## src/rtl/la_pkg.sv

```systemverilog
// Shared definitions for the capture readout sequencer: FSM state encoding,
// frame header constants and small byte-level helpers.
package la_pkg;

    // Readout sequencer states
    typedef enum logic [2:0] {
        ST_IDLE = 3'd0,
        ST_HDR  = 3'd1,
        ST_RD   = 3'd2,
        ST_WAIT = 3'd3,
        ST_SEND = 3'd4,
        ST_CK   = 3'd5,
        ST_DONE = 3'd6
    } seq_state_e;

    // Frame sync bytes and header length
    localparam logic [7:0] SYNC0   = 8'hA5;
    localparam logic [7:0] SYNC1   = 8'h5A;
    localparam int         HDR_LEN = 4;

    // Index of the last header byte
    localparam logic [1:0] HDR_LAST_IDX = 2'(HDR_LEN - 1);

    // Header byte selector. trig16 is the latched trigger index zero-extended
    // to 16 bits, so the high byte is naturally 0x00 for narrow addresses.
    function automatic logic [7:0] hdr_byte(input logic [1:0]  idx,
                                            input logic [15:0] trig16);
        logic [7:0] b;
        case (idx)
            2'd0:    b = SYNC0;
            2'd1:    b = SYNC1;
            2'd2:    b = trig16[15:8];
            2'd3:    b = trig16[7:0];
            default: b = 8'h00;
        endcase
        return b;
    endfunction

    // Running XOR checksum over sample bytes
    function automatic logic [7:0] ck_update(input logic [7:0] ck,
                                             input logic [7:0] data);
        return ck ^ data;
    endfunction

endpackage

```

## src/rtl/capture_readout_sequencer_if.sv

```systemverilog
// BRAM read port plus outgoing byte stream of the readout sequencer.
// master = sequencer side, slave = BRAM/UART side.
interface capture_readout_sequencer_if #(
    parameter int ADDR_WIDTH = 11,
    parameter int DATA_WIDTH = 8
) ();

    logic                  rd_en;
    logic [ADDR_WIDTH-1:0] rd_addr;
    logic [DATA_WIDTH-1:0] rd_data;
    logic [DATA_WIDTH-1:0] tx_data;
    logic                  tx_valid;
    logic                  tx_ready;

    modport master (
        output rd_en,
        output rd_addr,
        input  rd_data,
        output tx_data,
        output tx_valid,
        input  tx_ready
    );

    modport slave (
        input  rd_en,
        input  rd_addr,
        output rd_data,
        input  tx_data,
        input  tx_valid,
        output tx_ready
    );

endinterface

```

## src/rtl/capture_readout_sequencer.sv

```systemverilog
// Reads the circular capture BRAM in chronological order starting PRE_TRIGGER
// samples before the trigger and streams a framed byte sequence:
// A5 5A TIH TIL <DEPTH samples> CK. All outputs are registered; tx_valid never
// depends combinationally on tx_ready.
module capture_readout_sequencer
    import la_pkg::*;
#(
    parameter int ADDR_WIDTH  = 11,
    parameter int DATA_WIDTH  = 8,
    parameter int PRE_TRIGGER = 1024
) (
    input  logic                  clk,
    input  logic                  rst_n,
    input  logic                  capture_done,
    input  logic [ADDR_WIDTH-1:0] trigger_index,
    input  logic                  abort,
    output logic                  busy,
    output logic                  readout_done,
    capture_readout_sequencer_if.master bus
);

    // Offset subtracted from the trigger address; the subtraction wraps mod DEPTH
    localparam logic [ADDR_WIDTH-1:0] PRE_OFS  = ADDR_WIDTH'(PRE_TRIGGER);
    localparam logic [ADDR_WIDTH-1:0] CNT_ONE  = {{(ADDR_WIDTH-1){1'b0}}, 1'b1};
    localparam logic [ADDR_WIDTH-1:0] CNT_ZERO = {ADDR_WIDTH{1'b0}};
    localparam logic [ADDR_WIDTH-1:0] LAST_IDX = {ADDR_WIDTH{1'b1}};

    seq_state_e state_q, state_d;

    logic                  cap_prev_q, cap_prev_d;
    logic [ADDR_WIDTH-1:0] trig_q, trig_d;
    logic [ADDR_WIDTH-1:0] cnt_q, cnt_d;
    logic [1:0]            hdr_idx_q, hdr_idx_d;
    logic [7:0]            ck_q, ck_d;
    logic                  rd_en_q, rd_en_d;
    logic [ADDR_WIDTH-1:0] rd_addr_q, rd_addr_d;
    logic [DATA_WIDTH-1:0] tx_data_q, tx_data_d;
    logic                  tx_valid_q, tx_valid_d;
    logic                  busy_q, busy_d;
    logic                  readout_done_q, readout_done_d;

    logic                  start_s;
    logic                  xfer_s;
    logic                  last_sample_s;
    logic [ADDR_WIDTH-1:0] start_addr_s;
    logic [15:0]           trig_ext_s;
    logic [1:0]            hdr_next_idx_s;

    // Decode of edges, transfers and derived addresses
    always_comb begin
        start_s        = capture_done & ~cap_prev_q;
        xfer_s         = tx_valid_q & bus.tx_ready;
        last_sample_s  = (cnt_q == LAST_IDX);
        start_addr_s   = trig_q - PRE_OFS;
        trig_ext_s     = 16'(trig_q);
        hdr_next_idx_s = hdr_idx_q + 2'd1;
    end

    // Next-state and next-output logic; abort outside IDLE overrides everything
    always_comb begin
        state_d        = state_q;
        cap_prev_d     = capture_done;
        trig_d         = trig_q;
        cnt_d          = cnt_q;
        hdr_idx_d      = hdr_idx_q;
        ck_d           = ck_q;
        rd_en_d        = 1'b0;
        rd_addr_d      = rd_addr_q;
        tx_data_d      = tx_data_q;
        tx_valid_d     = tx_valid_q;
        readout_done_d = 1'b0;

        if (abort && (state_q != ST_IDLE)) begin
            // Any byte in flight is dropped; no completion pulse
            state_d    = ST_IDLE;
            tx_valid_d = 1'b0;
            rd_en_d    = 1'b0;
        end else begin
            case (state_q)
                ST_IDLE: begin
                    if (start_s) begin
                        trig_d     = trigger_index;
                        cnt_d      = CNT_ZERO;
                        ck_d       = 8'h00;
                        hdr_idx_d  = 2'd0;
                        tx_data_d  = SYNC0;
                        tx_valid_d = 1'b1;
                        state_d    = ST_HDR;
                    end else begin
                        tx_valid_d = 1'b0;
                    end
                end

                ST_HDR: begin
                    if (xfer_s) begin
                        if (hdr_idx_q == HDR_LAST_IDX) begin
                            hdr_idx_d  = 2'd0;
                            tx_valid_d = 1'b0;
                            rd_en_d    = 1'b1;
                            rd_addr_d  = start_addr_s + cnt_q;
                            state_d    = ST_RD;
                        end else begin
                            hdr_idx_d  = hdr_next_idx_s;
                            tx_data_d  = hdr_byte(hdr_next_idx_s, trig_ext_s);
                            tx_valid_d = 1'b1;
                        end
                    end else begin
                        tx_valid_d = 1'b1;
                    end
                end

                ST_RD: begin
                    // BRAM output becomes valid during WAIT
                    tx_valid_d = 1'b0;
                    state_d    = ST_WAIT;
                end

                ST_WAIT: begin
                    tx_data_d  = bus.rd_data;
                    tx_valid_d = 1'b1;
                    ck_d       = ck_update(ck_q, bus.rd_data);
                    state_d    = ST_SEND;
                end

                ST_SEND: begin
                    if (xfer_s) begin
                        cnt_d = cnt_q + CNT_ONE;
                        if (last_sample_s) begin
                            // ck_q already folds in the last sample
                            tx_data_d  = ck_q;
                            tx_valid_d = 1'b1;
                            state_d    = ST_CK;
                        end else begin
                            tx_valid_d = 1'b0;
                            rd_en_d    = 1'b1;
                            rd_addr_d  = start_addr_s + cnt_q + CNT_ONE;
                            state_d    = ST_RD;
                        end
                    end else begin
                        tx_valid_d = 1'b1;
                    end
                end

                ST_CK: begin
                    if (xfer_s) begin
                        tx_valid_d     = 1'b0;
                        readout_done_d = 1'b1;
                        state_d        = ST_DONE;
                    end else begin
                        tx_valid_d = 1'b1;
                    end
                end

                ST_DONE: begin
                    tx_valid_d = 1'b0;
                    state_d    = ST_IDLE;
                end

                default: begin
                    tx_valid_d = 1'b0;
                    state_d    = ST_IDLE;
                end
            endcase
        end

        busy_d = (state_d != ST_IDLE);
    end

    // FSM state register
    always_ff @(posedge clk or negedge rst_n) begin
        if (!rst_n) begin
            state_q <= ST_IDLE;
        end else begin
            state_q <= state_d;
        end
    end

    // Datapath, counters and registered outputs
    always_ff @(posedge clk or negedge rst_n) begin
        if (!rst_n) begin
            cap_prev_q     <= 1'b0;
            trig_q         <= CNT_ZERO;
            cnt_q          <= CNT_ZERO;
            hdr_idx_q      <= 2'd0;
            ck_q           <= 8'h00;
            rd_en_q        <= 1'b0;
            rd_addr_q      <= CNT_ZERO;
            tx_data_q      <= {DATA_WIDTH{1'b0}};
            tx_valid_q     <= 1'b0;
            busy_q         <= 1'b0;
            readout_done_q <= 1'b0;
        end else begin
            cap_prev_q     <= cap_prev_d;
            trig_q         <= trig_d;
            cnt_q          <= cnt_d;
            hdr_idx_q      <= hdr_idx_d;
            ck_q           <= ck_d;
            rd_en_q        <= rd_en_d;
            rd_addr_q      <= rd_addr_d;
            tx_data_q      <= tx_data_d;
            tx_valid_q     <= tx_valid_d;
            busy_q         <= busy_d;
            readout_done_q <= readout_done_d;
        end
    end

    assign bus.rd_en    = rd_en_q;
    assign bus.rd_addr  = rd_addr_q;
    assign bus.tx_data  = tx_data_q;
    assign bus.tx_valid = tx_valid_q;
    assign busy         = busy_q;
    assign readout_done = readout_done_q;

endmodule

```

## src/flat_wrapper.sv

```systemverilog
// flat-port wrapper written by rule: the top's interface ports become plain ports
module capture_readout_sequencer_flat import la_pkg::*;
#(
    parameter int ADDR_WIDTH  = 11,
    parameter int DATA_WIDTH  = 8,
    parameter int PRE_TRIGGER = 1024
)
  (clk, rst_n, capture_done, trigger_index, abort, busy, readout_done, bus_rd_en, bus_rd_addr, bus_rd_data, bus_tx_data, bus_tx_valid, bus_tx_ready);
  capture_readout_sequencer_if #(.ADDR_WIDTH(ADDR_WIDTH), .DATA_WIDTH(DATA_WIDTH)) bus_i ();
  input  logic clk;
  input  logic rst_n;
  input  logic capture_done;
  input  logic [ADDR_WIDTH-1:0] trigger_index;
  input  logic abort;
  output logic busy;
  output logic readout_done;
  output wire logic [$bits(bus_i.rd_en)-1:0] bus_rd_en;
  output wire logic [$bits(bus_i.rd_addr)-1:0] bus_rd_addr;
  input wire logic [$bits(bus_i.rd_data)-1:0] bus_rd_data;
  output wire logic [$bits(bus_i.tx_data)-1:0] bus_tx_data;
  output wire logic [$bits(bus_i.tx_valid)-1:0] bus_tx_valid;
  input wire logic [$bits(bus_i.tx_ready)-1:0] bus_tx_ready;
  assign bus_rd_en = bus_i.rd_en;
  assign bus_rd_addr = bus_i.rd_addr;
  assign bus_i.rd_data = bus_rd_data;
  assign bus_tx_data = bus_i.tx_data;
  assign bus_tx_valid = bus_i.tx_valid;
  assign bus_i.tx_ready = bus_tx_ready;
  capture_readout_sequencer #(.ADDR_WIDTH(ADDR_WIDTH), .DATA_WIDTH(DATA_WIDTH), .PRE_TRIGGER(PRE_TRIGGER)) u_core (.clk(clk), .rst_n(rst_n), .capture_done(capture_done), .trigger_index(trigger_index), .abort(abort), .busy(busy), .readout_done(readout_done), .bus(bus_i));
endmodule
```

## config.mk

```make
export PLATFORM = sky130hd
export DESIGN_NAME = capture_readout_sequencer_flat
export DESIGN_NICKNAME = d
export VERILOG_FILES = /design/src/rtl/la_pkg.sv /design/src/rtl/capture_readout_sequencer_if.sv /design/src/rtl/capture_readout_sequencer.sv /design/src/flat_wrapper.sv
export SDC_FILE = /design/constraint.sdc
export NUM_CORES = 1
export LEC_CHECK = 0
export ABC_CLOCK_PERIOD_IN_PS = 5530
export BUFFER_PORTS_ARGS = -buffer_cell sky130_fd_sc_hd__buf_2
export CORE_AREA = 5 5 97 99
export DETAILED_ROUTE_END_ITERATION = 10
export DIE_AREA = 0 0 102 104
export HOLD_SLACK_MARGIN = 0.08
export SLEW_MARGIN = 10
export SYNTH_ARGS = -nofsm -noshare
export SYNTH_HDL_FRONTEND = slang
export SYNTH_SLANG_ARGS = --single-unit
```

## constraint.sdc

```tcl
create_clock -name clk -period 5.53 [get_ports clk]
set_clock_uncertainty 0.05 [all_clocks]
set_input_delay 0.2765 -clock clk [delete_from_list [all_inputs] [get_ports clk]]
set_output_delay 0.2765 -clock clk [all_outputs]
set_load 0.005 [all_outputs]
```

Yosys cells after proc, flatten, opt, wreduce, memory -nomap -nowiden
Cells that the tools add are included.

$lt $le $gt $ge: 0. Reductions and logical operators: 16. $add $sub $neg: 5. Equality and inequality tests: 17. Shift-type cells: 0. Bitwise operators: 5. Muxes and demuxes: 46. Div/mod/pow operators: 0. Multipliers: 0.

Operators by type and width (number): 2-to-1 mux 11 bit (6); case mux 8 bit (4 select lines) (2); 2-to-1 mux 8 bit (6); case mux 11 bit (2 select lines) (2); adder 11 x 1 -> 11 bit, second input constant (2); 2-to-1 mux 3 bit (7); case mux 3 bit (6 select lines) (1); case mux 8 bit (2 select lines) (1); 2-to-1 mux 1 bit (15); adder 11 bit (1); equality test 11 bit, second input constant (1); subtractor 11 bit, second input constant (1); != test 2 x 1 -> 1 bit, second input constant (5); AND reduction 4 bit (2); nonzero test 2 bit (4); XOR 8 bit (1); AND reduction 7 bit (1); equality test 2 bit, second input constant (3); equality test 3 x 2 -> 1 bit, second input constant (2); equality test 3 bit, second input constant (2); 2-to-1 mux 2 bit (3); AND reduction 3 bit (2); AND reduction 6 bit (1); nonzero test 3 bit (2); 13 further kinds (16).

Word-level logic and storage cells: 101. Memories kept: 0. Output and inout port bits: 23. Flip-flop bits (word level): 59. ROM bits: 0. Input bits: 24. Bits in latches: 0. Bits in writable memories: 0.

Logic depth before layout (Yosys ltp)
Gate-level depths: netlist (run 1).

Word-level depth: 6. Depth in mapped cells: 9. Gate-level depth less buffers: 9.

Least setup slack after synthesis (run 1)
Ideal clock, no wire load.

Path type: register -> register. From: reg u_core.cnt_q[1]. To: reg u_core.rd_addr_q[10], in the netlist u_core.bus.rd_addr[10]. Setup time: 0.069 ns. Stages on the path, launching flop included: 10. Arrival time: 2.707 ns. Data required time: 5.411 ns. Setup slack: 2.704 ns. Path buffers: 0. Clock period less this slack: 2.826 ns. Path through: dfrtp_1 ha_1 ha_1 fa_1 a21oi_1 o2111ai_1 xnor2_1 nand4b_1 or4_1 nand3_1.

Cells in the longest elaborated chain, start to end: 5. Elaborated cells on any way between the ends: 10. Those cells by class: add/sub: 2; eq/ne: 2; mux: 5; reduce/logical: 1.

Ends and longest elaborated chain: start: declaration (line capture_readout_sequencer.sv:32) `logic [ADDR_WIDTH-1:0] cnt_q, cnt_d;`; start signal: assignment (line capture_readout_sequencer.sv:195) `cnt_q <= cnt_d;`; adder 11 bit (line capture_readout_sequencer.sv:100, capture_readout_sequencer.sv:136); adder 11 x 1 -> 11 bit (line capture_readout_sequencer.sv:136) `rd_addr_d = start_addr_s + cnt_q + CNT_ONE;`; 2-to-1 mux 11 bit (line capture_readout_sequencer.sv:128) `if (last_sample_s) begin`; 2-to-1 mux 11 bit (line capture_readout_sequencer.sv:126) `if (xfer_s) begin`; case mux 11 bit (2 select lines) (line capture_readout_sequencer.sv:79) `case (state_q)`; end signal: assignment (line capture_readout_sequencer.sv:199) `rd_addr_q <= rd_addr_d;`; end: declaration (line capture_readout_sequencer.sv:36) `logic [ADDR_WIDTH-1:0] rd_addr_q, rd_addr_d;`.

Parallel ways exist; a longest one is shown, timed or not. The select of a mux whose other input is x is not followed. A chain may end at the register's enable or synchronous reset.

Worst setup path after layout (run 1)
From: reg u_core.state_q[2]. To: reg u_core.hdr_idx_q[0].

Cells in the longest elaborated chain, start to end: 4. Elaborated cells on any way between the ends: 10. Those cells by class: eq/ne: 3; mux: 1; bitwise: 1; reduce/logical: 5.

Ends and longest elaborated chain: start: declaration (line capture_readout_sequencer.sv:28) `seq_state_e state_q, state_d;`; start signal: assignment (line capture_readout_sequencer.sv:174) `state_q <= state_d;`; parallel branches: the longest is 4 deep, another holds AND reduction 4 bit; end signal: assignment (line capture_readout_sequencer.sv:196) `hdr_idx_q <= hdr_idx_d;`; end: declaration (line capture_readout_sequencer.sv:33) `logic [1:0] hdr_idx_q, hdr_idx_d;`.

Parallel ways; which one is timed is not known.

==> impl_metrics.env, run 1 <==
export IMPL_status="complete, no violations"
export IMPL_finalPower_mw=2.004
export IMPL_finalCritPeriodShare_pct=57.64
export IMPL_cts_buffers=9
export IMPL_total_leakage_power_nw=1.996
export IMPL_max_cap_violations=0
export IMPL_yosysMostFrequentCell="nand2_1"
export IMPL_core_um2=8466
export IMPL_synth_cell_type_count=62
export IMPL_ys_warn_count=0
export IMPL_hold_path_endpoint="u_core.trig_q[0]"
export IMPL_dieWidth_um=102
export IMPL_n_antenna_cell=0
export IMPL_drv_slew=0
export IMPL_multiInputGateArea_um2=2068
export IMPL_reg2reg_slack_ps=2340
export IMPL_worst_setup_path_start_kind="flip-flop"
export IMPL_hold_viol_final=0
export IMPL_gp_congestion=0.8492
export IMPL_ys_seq_area_share_pct=40.31
export IMPL_dp_final_hpwl_um=6518
export IMPL_fill_cells=835
export IMPL_hold_class="in2reg"
export IMPL_syn_to_final_growth_pct=16.77
export IMPL_r2r_cells=6
export IMPL_viasPerCell=5.485
export IMPL_grt_pass1_vias=3096
export IMPL_period_minus_slack_ps=3187
export IMPL_async_flop_share_pct=100.0
export IMPL_antenna_found_initial=0
export IMPL_yosys_area_top_type="dfrtp_1"
export IMPL_layout_drive_gt1_share_pct=14.88
export IMPL_grt_pass1_wl_um=15190
export IMPL_synth_top_flop_cell="dfrtp_1"
export IMPL_htreeDepth=3
export IMPL_cts_sinks=59
export IMPL_postCtsHoldBufs=9
export IMPL_r2r_end="u_core.hdr_idx_q[0]"
export IMPL_clock_latency_ps=350
export IMPL_route_detailed_drc=0
export IMPL_wl_per_cell_um=15.64
export IMPL_finalWirelength_um=9149
export IMPL_synth_top_area_share_pct=40.31
export IMPL_worstMarginPinSlew_ps=1096
export IMPL_port_buffers=46
export IMPL_seq_area_um2=1476
export IMPL_cts_tree="built"
export IMPL_hold_start="trigger_index[0]"
export IMPL_synthTopCellsByCount="74 x nand2_1, 59 x dfrtp_1, 43 x nor2_1, 34 x a21oi_1, 25 x ha_1"
export IMPL_cts_buffer_depth=2
export IMPL_synth_cells=418
export IMPL_end_kind="flip-flop"
export IMPL_power_density_nw_per_um2=468.7
export IMPL_die_height_um=104
export IMPL_ctsResizeCount=0
export IMPL_syn_avg_cell_area_um2=8.761
export IMPL_clk_pin_slew_ps=80
export IMPL_netlist_area_um2=3662
export IMPL_crit_start="u_core.state_q[2]"
export IMPL_synth_nets=468
export IMPL_first_pass_iters=4
export IMPL_die_area_um2=10610
export IMPL_grt_remaining_overflow=0
export IMPL_arrival_ps=3400
export IMPL_finish_utilization_pct=50.52
export IMPL_grt_max_degree=60
export IMPL_ir_drop_v=0.0001679
export IMPL_min_delay_path_depth=3
export IMPL_stdcell_count=585
export IMPL_rows=34
export IMPL_postRouteAntennaNets=0
export IMPL_fin_setup_tns_ps=0
export IMPL_fmax_mhz=313.7
export IMPL_drtIter0Drc=222
export IMPL_placedCellCount=560
export IMPL_root_buffer="clkbuf_8"
export IMPL_crit_reg2reg_launch="u_core.state_q[2]"
export IMPL_synthTopCellsByArea="dfrtp_1 40%, ha_1 8.5%, nand2_1 7.6%"
export IMPL_ios=47
export IMPL_slew_headroom_pct=26.92
export IMPL_hold_worst_slack_ps=87.25
export IMPL_nets=522
export IMPL_grt_total_usage_pct=17.94
export IMPL_crit_required_ps=5740
export IMPL_cp_max_fo=29
export IMPL_ys_ff_latch=59
export IMPL_post_cts_setup_buffers=0
export IMPL_dr_total_vias=3209
export IMPL_synth_edf_count=0
export IMPL_start_util_pct=43.26
export IMPL_rsz0062_at_grt="no"
export IMPL_critical_path_class="reg2reg"
export IMPL_setup_viol=0
==> metrics by stage <==
| step | setup WS (ps) | instance area (µm²) |
|---|---|---|
| final | 2343 | 4277 |
| after CTS | 2384 | 4277 |
| after floorplan | 2704 | 3662 |
| after detailed placement | 2427 | 3985 |
| after global routing | 2003 | 4277 |
| after global placement | 2568 | 3985 |
==> how the worst max path moves through the flow <==
stage | to | slack [ps] | depth (start not counted)
after global routing | u_core.hdr_idx_q[0] | 2000 | 5
after floorplan | u_core.bus.rd_addr[10] | 2700 | 9
after global placement | u_core.hdr_idx_q[0] | 2570 | 6
after detailed placement | u_core.hdr_idx_q[0] | 2430 | 6
final | u_core.hdr_idx_q[0] | 2340 | 6
after CTS | u_core.hdr_idx_q[0] | 2380 | 6
==> state kept, by name, summed over array words and instances (netlist names), 2 cells and up <==
name and count:
u_core.ck_q 8, u_core.bus.rd_addr 11, u_core.bus.tx_data 8, u_core.hdr_idx_q 2, u_core.cnt_q 11, u_core.trig_q 11, u_core.state_q 3
==> cells in the final DEF, fill, tap and decap left out, drive strengths merged, types with 2 or more instances in the layout <==
cell type | synthesis | layout
o22ai | 2 | 2
xnor2 | 10 | 10
a2bb2oi | 3 | 3
mux2 | 2 | 2
o2bb2ai | 3 | 3
nand4b | 2 | 2
a22oi | 6 | 6
nor4b | 2 | 2
o211ai | 2 | 2
or3 | 4 | 4
nor3 | 8 | 8
a21oi | 34 | 34
clkinv | 2 | 4
nand3 | 12 | 12
o31ai | 3 | 3
dlygate4sd3 | 0 | 9
nor2b | 6 | 6
a31oi | 4 | 4
nand4 | 6 | 6
nor4 | 2 | 2
clkinvlp | 0 | 2
nor4bb | 2 | 2
nand2 | 74 | 74
o21ai | 24 | 24
a211oi | 2 | 2
a221oi | 2 | 2
and2 | 2 | 2
xor2 | 16 | 16
ha | 25 | 25
nor3b | 5 | 5
nor2 | 43 | 43
buf | 3 | 48
a21o | 2 | 2
o2111ai | 2 | 2
clkbuf | 11 | 10
dfrtp | 59 | 59
inv | 14 | 15
==> power breakdown <==
part	leakage [nW]	total [mW]	switching, mW	internal, mW
sequential	0.769	0.717	0.141	0.576
combinational	1.13	0.873	0.503	0.370
clock	0.0987	0.414	0.194	0.220
==> per-layer routing <==
metal / GRT usage (%) / routed length, µm / vias up
met1: 26.40 / 4524 / 1532
met3: 3.018 / 394 / 15
met4: 6.467 / 157 / 0
li1: - / - / 1586
met2: 26.28 / 4073 / 76
met5: 0 / 0 / -
==> logic make-up (layout without fill, tap and decap cells) <==
| kind of cell | Yosys count | after routing | synth area share [%] |
|---|---|---|---|
| adders and majority gates | 26 | 26 | 9.088 |
| buffers and inverters | 30 | 89 | 3.211 |
| xor gates and xnor gates | 27 | 27 | 6.867 |
| DFF | 59 | 59 | 40.31 |
| AOI/OAI and AO/OA | 100 | 100 | 17.25 |
| muxes | 3 | 3 | 0.8882 |
| and+or+nand+nor | 173 | 173 | 22.38 |
==> worst max-delay path: stages, from the launching register on <==
cell       delay [ps]
dfrtp_1           550
nor3b_1           430
and2_1            920
a21oi_1            70
a2111oi_0         780
nand4_1           160
o21ai_0           130
==> area by class of cell <==
class / count / area share, %
well taps: 108 / 3.160
multi-input cells: 329 / 48.36
clock inverters: 6 / 1.492
inverters: 16 / 1.404
repair buffers: 57 / 7.841
clock buffers: 10 / 3.218
flip-flops and latches: 59 / 34.52
Note: power is estimated with default switching activity, not from simulation.
==> inputs of run 2 (changes only) <==
--- a/config.mk
+++ b/config.mk
@@ -5,12 +5,13 @@
 export SDC_FILE = /design/constraint.sdc
 export NUM_CORES = 1
 export LEC_CHECK = 0
-export ABC_CLOCK_PERIOD_IN_PS = 5530
+export ABC_CLOCK_PERIOD_IN_PS = 2650
 export BUFFER_PORTS_ARGS = -buffer_cell sky130_fd_sc_hd__buf_2
 export CORE_AREA = 5 5 97 99
 export DETAILED_ROUTE_END_ITERATION = 10
 export DIE_AREA = 0 0 102 104
 export HOLD_SLACK_MARGIN = 0.08
+export PLACE_DENSITY = 0.66
 export SLEW_MARGIN = 10
 export SYNTH_ARGS = -nofsm -noshare
 export SYNTH_HDL_FRONTEND = slang
==> constraint.sdc (replaced) <==
create_clock -name clk -period 2.65 [get_ports clk]
set_clock_uncertainty 0.05 [all_clocks]
set_input_delay 0.1325 -clock clk [delete_from_list [all_inputs] [get_ports clk]]
set_output_delay 0.1325 -clock clk [all_outputs]
set_load 0.005 [all_outputs]
==> impl_metrics.env, run 2 (synthesis gave the netlist of run 1 again) <==
export IMPL_status="complete, no violations"
export IMPL_cp_max_fo=4
export IMPL_grt_pass1_vias=3409
export IMPL_hold_viol_final=0
export IMPL_grt_total_usage_pct=18.77
export IMPL_use_met1_pct=27.80
export IMPL_first_pass_iters=5
export IMPL_rows=34
export IMPL_fin_setup_tns_ps=0
export IMPL_port_buffers=46
export IMPL_rsz0062_at_grt="yes"
export IMPL_critical_path_class="reg2reg"
export IMPL_grt_max_degree=31
export IMPL_fill_cells=753
export IMPL_dpl_cell_area_um2=4272
export IMPL_drv_slew=0
export IMPL_grt_pass1_wl_um=16230
export IMPL_gp_congestion=0.8879
export IMPL_total_leakage_power_nw=2.269
export IMPL_core_um2=8466
export IMPL_finish_utilization_pct=57.06
export IMPL_slew_headroom_pct=53.02
export IMPL_cts_sinks=59
export IMPL_drtIter0Drc=217
export IMPL_start_util_pct=43.26
export IMPL_nets=573
export IMPL_htreeDepth=3
export IMPL_crit_path_cell_trace="ha_1 -> ha_2 -> o21ai_2 -> o211ai_1 -> buf_4 -> nand3_1 -> nor4bb_1 -> buf_4 -> or4_1 -> nand3_1"
export IMPL_use_met2_pct=27.48
export IMPL_max_stage_delay_ps=460
export IMPL_period_minus_slack_ps=2582
export IMPL_final_cell_mix="74 x nand2_1, 59 x dfrtp_1, 47 x buf_4"
export IMPL_placedCellCount=596
export IMPL_clock_latency_ps=340
export IMPL_syn_to_final_growth_pct=31.91
export IMPL_use_met3_pct=2.884
export IMPL_seq_area_um2=1476
export IMPL_crit_required_ps=2880
export IMPL_fmax_mhz=387.3
export IMPL_cts_tree="built"
export IMPL_clk_pin_slew_ps=80
export IMPL_dp_final_hpwl_um=6955
export IMPL_antenna_found_initial=0
export IMPL_worst_setup_path_start_kind="flip-flop"
export IMPL_dieWidth_um=102
export IMPL_power_density_nw_per_um2=960.6
export IMPL_busiest_layer="met1"
export IMPL_multiInputGateArea_um2=2202
export IMPL_end_kind="flip-flop"
export IMPL_setup_viol=0
export IMPL_max_cap_violations=0
export IMPL_finalCritPeriodShare_pct=97.44
export IMPL_layout_commonest_cell="nand2_1"
export IMPL_arrival_ps=2810
export IMPL_worst_path_max_delay_cell="or4_1"
export IMPL_cts_buffers=9
export IMPL_fin_area_um2=4831
export IMPL_die_area_um2=10610
export IMPL_root_buffer="clkbuf_8"
export IMPL_hold_class="in2reg"
export IMPL_stdcell_count=636
export IMPL_route_detailed_drc=0
export IMPL_layout_drive_gt1_share_pct=24.81
export IMPL_postRouteAntennaNets=0
export IMPL_n_antenna_cell=0
export IMPL_viasPerCell=5.392
export IMPL_finalWirelength_um=9434
export IMPL_die_height_um=104
export IMPL_cts_buffer_depth=2
export IMPL_ir_drop_v=0.0004649
export IMPL_grt_remaining_overflow=0
export IMPL_dr_total_vias=3429
export IMPL_worstMarginPinSlew_ps=704.7
export IMPL_wl_per_cell_um=14.83
export IMPL_ios=47
run 2: cell count changes in the layout (fill, tap and decap cells not counted), sizes merged:
cell | previous run | this run
clkinv | 4 | 6
dlygate4sd3 | 9 | 15
clkinvlp | 2 | 0
buf | 48 | 93
clkbuf | 10 | 9
bufinv | 1 | 2
run 2: path summary, 6_finish.rpt:
check,start,end,slack (ps),cells past startpoint
setup reg to reg,u_core.cnt_q[3],u_core.bus.rd_addr[10],70,10
hold reg to reg,u_core.bus.tx_data[3],u_core.bus.tx_data[3],440,1
max in group asynchronous,rst_n,u_core.bus.tx_data[7],1510,3
hold / removal,bus_rd_data[2],u_core.ck_q[2],90,4
min in group asynchronous,rst_n,u_core.cnt_q[10],320,2
setup / recovery,u_core.cnt_q[3],u_core.bus.rd_addr[10],70,10
run 2: final cells by class:
cell class	count	share of cell area, %
Tap cell	108	2.797
Inverter	16	1.243
Multi-Input combinational cell	329	45.58
Clock inverter	7	2.072
Clock buffer	9	2.564
Timing Repair Buffer	108	15.18
Sequential cell	59	30.56
run 2: critical path, delay by kind of cell (launching register included):
kind | cells | cell delay (ps)
compound gates | 2 | 370
simple gates | 4 | 750
buf+inv | 2 | 330
fa+ha+maj | 2 | 650
flops | 1 | 380
run 2: report_power, final:
group	switching (mW)	total, mW	internal [mW]	leakage [nW]
clock	0.414	0.949	0.536	0.114
sequential	0.244	1.45	1.20	0.769
combinational	1.20	2.24	1.04	1.39
run 2: metal layers:
layer	vias up	wire [µm]	part of all wire (%)
met2	93	4225	45
met4	0	185	2.0
met5	-	0	0
met1	1631	4623	49
li1	1688	-	-
met3	17	400	4.2
run 2: what timing repair did:
item	in CTS	in global routing
hold buffers	15	0
endpoints found under the hold margin	43	0
setup endpoints to repair	2	4
gates resized for setup	6	10
pin swaps	7	6
setup buffers	4	5
run 2: metrics by stage:
stage | total power [mW] | hold slack, ps | setup WS [ps]
after floorplan | 2.775 | -213.1 | 26.91
after CTS | 4.579 | 81.41 | 9.964
after global placement | 3.525 | 167.2 | 37.60
after detailed placement | 3.560 | 181.4 | -56.52
final | 4.640 | 88.62 | 67.83
after global routing | 5.000 | 109.3 | -62.45
==> inputs of run 3 (changes only) <==
--- a/config.mk
+++ b/config.mk
@@ -5,13 +5,13 @@
 export SDC_FILE = /design/constraint.sdc
 export NUM_CORES = 1
 export LEC_CHECK = 0
-export ABC_CLOCK_PERIOD_IN_PS = 2650
-export BUFFER_PORTS_ARGS = -buffer_cell sky130_fd_sc_hd__buf_2
+export ABC_CLOCK_PERIOD_IN_PS = 2600
+export CAP_MARGIN = 0
 export CORE_AREA = 5 5 97 99
 export DETAILED_ROUTE_END_ITERATION = 10
 export DIE_AREA = 0 0 102 104
+export DONT_BUFFER_PORTS = 1
 export HOLD_SLACK_MARGIN = 0.08
-export PLACE_DENSITY = 0.66
 export SLEW_MARGIN = 10
 export SYNTH_ARGS = -nofsm -noshare
 export SYNTH_HDL_FRONTEND = slang
==> constraint.sdc (replaced) <==
create_clock -name clk -period 2.6 [get_ports clk]
set_clock_uncertainty 0.05 [all_clocks]
set_input_delay 0.13 -clock clk [delete_from_list [all_inputs] [get_ports clk]]
set_output_delay 0.13 -clock clk [all_outputs]
set_load 0.005 [all_outputs]
==> impl_metrics.env, run 3 (synthesis gave the netlist of run 1 again) <==
export IMPL_grt_pass1_vias=3350
export IMPL_period_minus_slack_ps=2632
export IMPL_n_antenna_cell=0
export IMPL_finalPower_mw=4.639
export IMPL_rows=34
export IMPL_end_kind="flip-flop"
export IMPL_max_cap_violations=0
export IMPL_root_buffer="clkbuf_8"
export IMPL_setup_slack_ps=-31.88
export IMPL_total_leakage_power_nw=2.115
export IMPL_nets=537
export IMPL_stdcell_count=600
export IMPL_drtIter0Drc=161
export IMPL_grt_total_usage_pct=19.18
export IMPL_start_util_pct=43.26
export IMPL_die_area_um2=10610
export IMPL_finalCritPeriodShare_pct=101.2
export IMPL_violations="negative setup slack"
export IMPL_pwr_share_comb_pct=47.1
export IMPL_clock_latency_ps=350
export IMPL_fin_area_um2=4696
export IMPL_placedCellCount=556
export IMPL_power_share_sequential_pct=32.2
export IMPL_first_pass_iters=4
export IMPL_dr_total_vias=3308
export IMPL_clk_pin_slew_ps=80
export IMPL_gp_congestion=0.8660
export IMPL_arrival_ps=2860
export IMPL_worst_setup_path_start_kind="flip-flop"
export IMPL_finish_utilization_pct=55.47
export IMPL_final_cell_mix="74 x nand2_1, 59 x dfrtp_1, 46 x buf_4"
export IMPL_hold_class="in2reg"
export IMPL_cp_max_fo=2
export IMPL_internal_power_mw=2.778
export IMPL_p_clk_share_pct=20.7
export IMPL_pre_cts_ws_ps=-34.11
export IMPL_drv_slew=0
export IMPL_core_um2=8466
export IMPL_setup_viol=1
export IMPL_ir_drop_v=0.0004848
export IMPL_syn_to_final_growth_pct=28.22
export IMPL_htreeDepth=3
export IMPL_hold_viol_final=0
export IMPL_layout_drive_gt1_share_pct=16.26
export IMPL_crit_required_ps=2820
export IMPL_grt_pass1_wl_um=16370
export IMPL_cts_sinks=59
export IMPL_port_buffers=0
export IMPL_wl_per_cell_um=16.04
export IMPL_dp_final_hpwl_um=6701
export IMPL_dieWidth_um=102
export IMPL_ios=47
export IMPL_rsz0062_at_grt="yes"
export IMPL_fill_cells=756
export IMPL_power_density_nw_per_um2=987.9
export IMPL_route_detailed_drc=0
export IMPL_cts_tree="built"
export IMPL_slew_headroom_pct=62.44
export IMPL_viasPerCell=5.513
export IMPL_reg2reg_slack_ps=-30
export IMPL_p_sw_share_pct=40.12
export IMPL_grt_remaining_overflow=0
export IMPL_dpl_cell_area_um2=4099
export IMPL_p_switching_mw=1.861
export IMPL_cts_buffer_depth=2
export IMPL_status="finished with violations"
export IMPL_worstMarginPinSlew_ps=559.1
export IMPL_fmax_mhz=380.0
export IMPL_antenna_found_initial=0
export IMPL_finalWirelength_um=9621
export IMPL_postRouteAntennaNets=0
export IMPL_critical_path_class="reg2reg"
export IMPL_layout_commonest_cell="nand2_1"
export IMPL_grt_max_degree=60
export IMPL_die_height_um=104
export IMPL_cts_buffers=9
-- run 3: worst max-delay path: stages (launching register included) --
cell,delay [ps]
dfrtp_1,410
ha_4,260
ha_4,160
fa_2,400
xor2_2,180
and4_1,230
nor3b_4,200
nand4b_1,150
or4_1,420
nand3_1,90
-- run 3: through the flow --
step / TNS, ps / hold WS, ps
after floorplan: 0 / -215.6
after global placement: 0 / -213.5
after detailed placement: -60.17 / -213.4
after CTS: -43.45 / 110.6
after global routing: -457.3 / 172.1
final: -31.88 / 123.4
-- run 3: final timing paths --
path	end	cells after the start	startpoint
max in group asynchronous	u_core.trig_q[3]	2	rst_n
hold reg to reg	u_core.bus.rd_addr[9]	2	u_core.bus.rd_addr[9]
min in group asynchronous	u_core.readout_done	2	rst_n
hold / removal	u_core.state_q[2]	3	abort
setup reg to reg	u_core.bus.rd_addr[10]	9	u_core.cnt_q[1]
setup / recovery	u_core.bus.rd_addr[10]	9	u_core.cnt_q[1]
-- run 3: what timing repair did --
item                                    CTS  global route
endpoints found under the setup margin    4             4
gates resized for setup                   5             5
setup buffers                             2             2
hold buffers                             24             0
hold endpoints to repair                 92             0
pin swaps                                 5            10
-- run 3: power by group through the flow --
stage                     Clock, mW  Combinational (mW)  Sequential, mW
final                         0.961                2.18            1.49
after global routing           1.03                2.45            1.53
after detailed placement          0                2.01            1.51
after floorplan                   0                1.39            1.44
after global placement            0                1.99            1.49
after CTS                     0.991                2.13            1.50
-- run 3: layout make-up --
class,count,area [µm²],area share [%]
inverters,16,60.06,1.279
flip-flops and latches,59,1476,31.44
clock inverters,7,100.1,2.132
repair buffers,72,634.4,13.51
clock buffers,9,123.9,2.638
multi-input cells,329,2166,46.12
well taps,108,135.1,2.878
-- run 3: per-layer routing --
layer	vias up	wire [µm]	GRT usage [%]	share of wire [%]
met5	-	0	0	0
met3	14	397	4.158	4.1
met2	76	4520	29.85	47
li1	1621	-	-	-
met4	0	162	5.436	1.7
met1	1597	4541	26.71	47
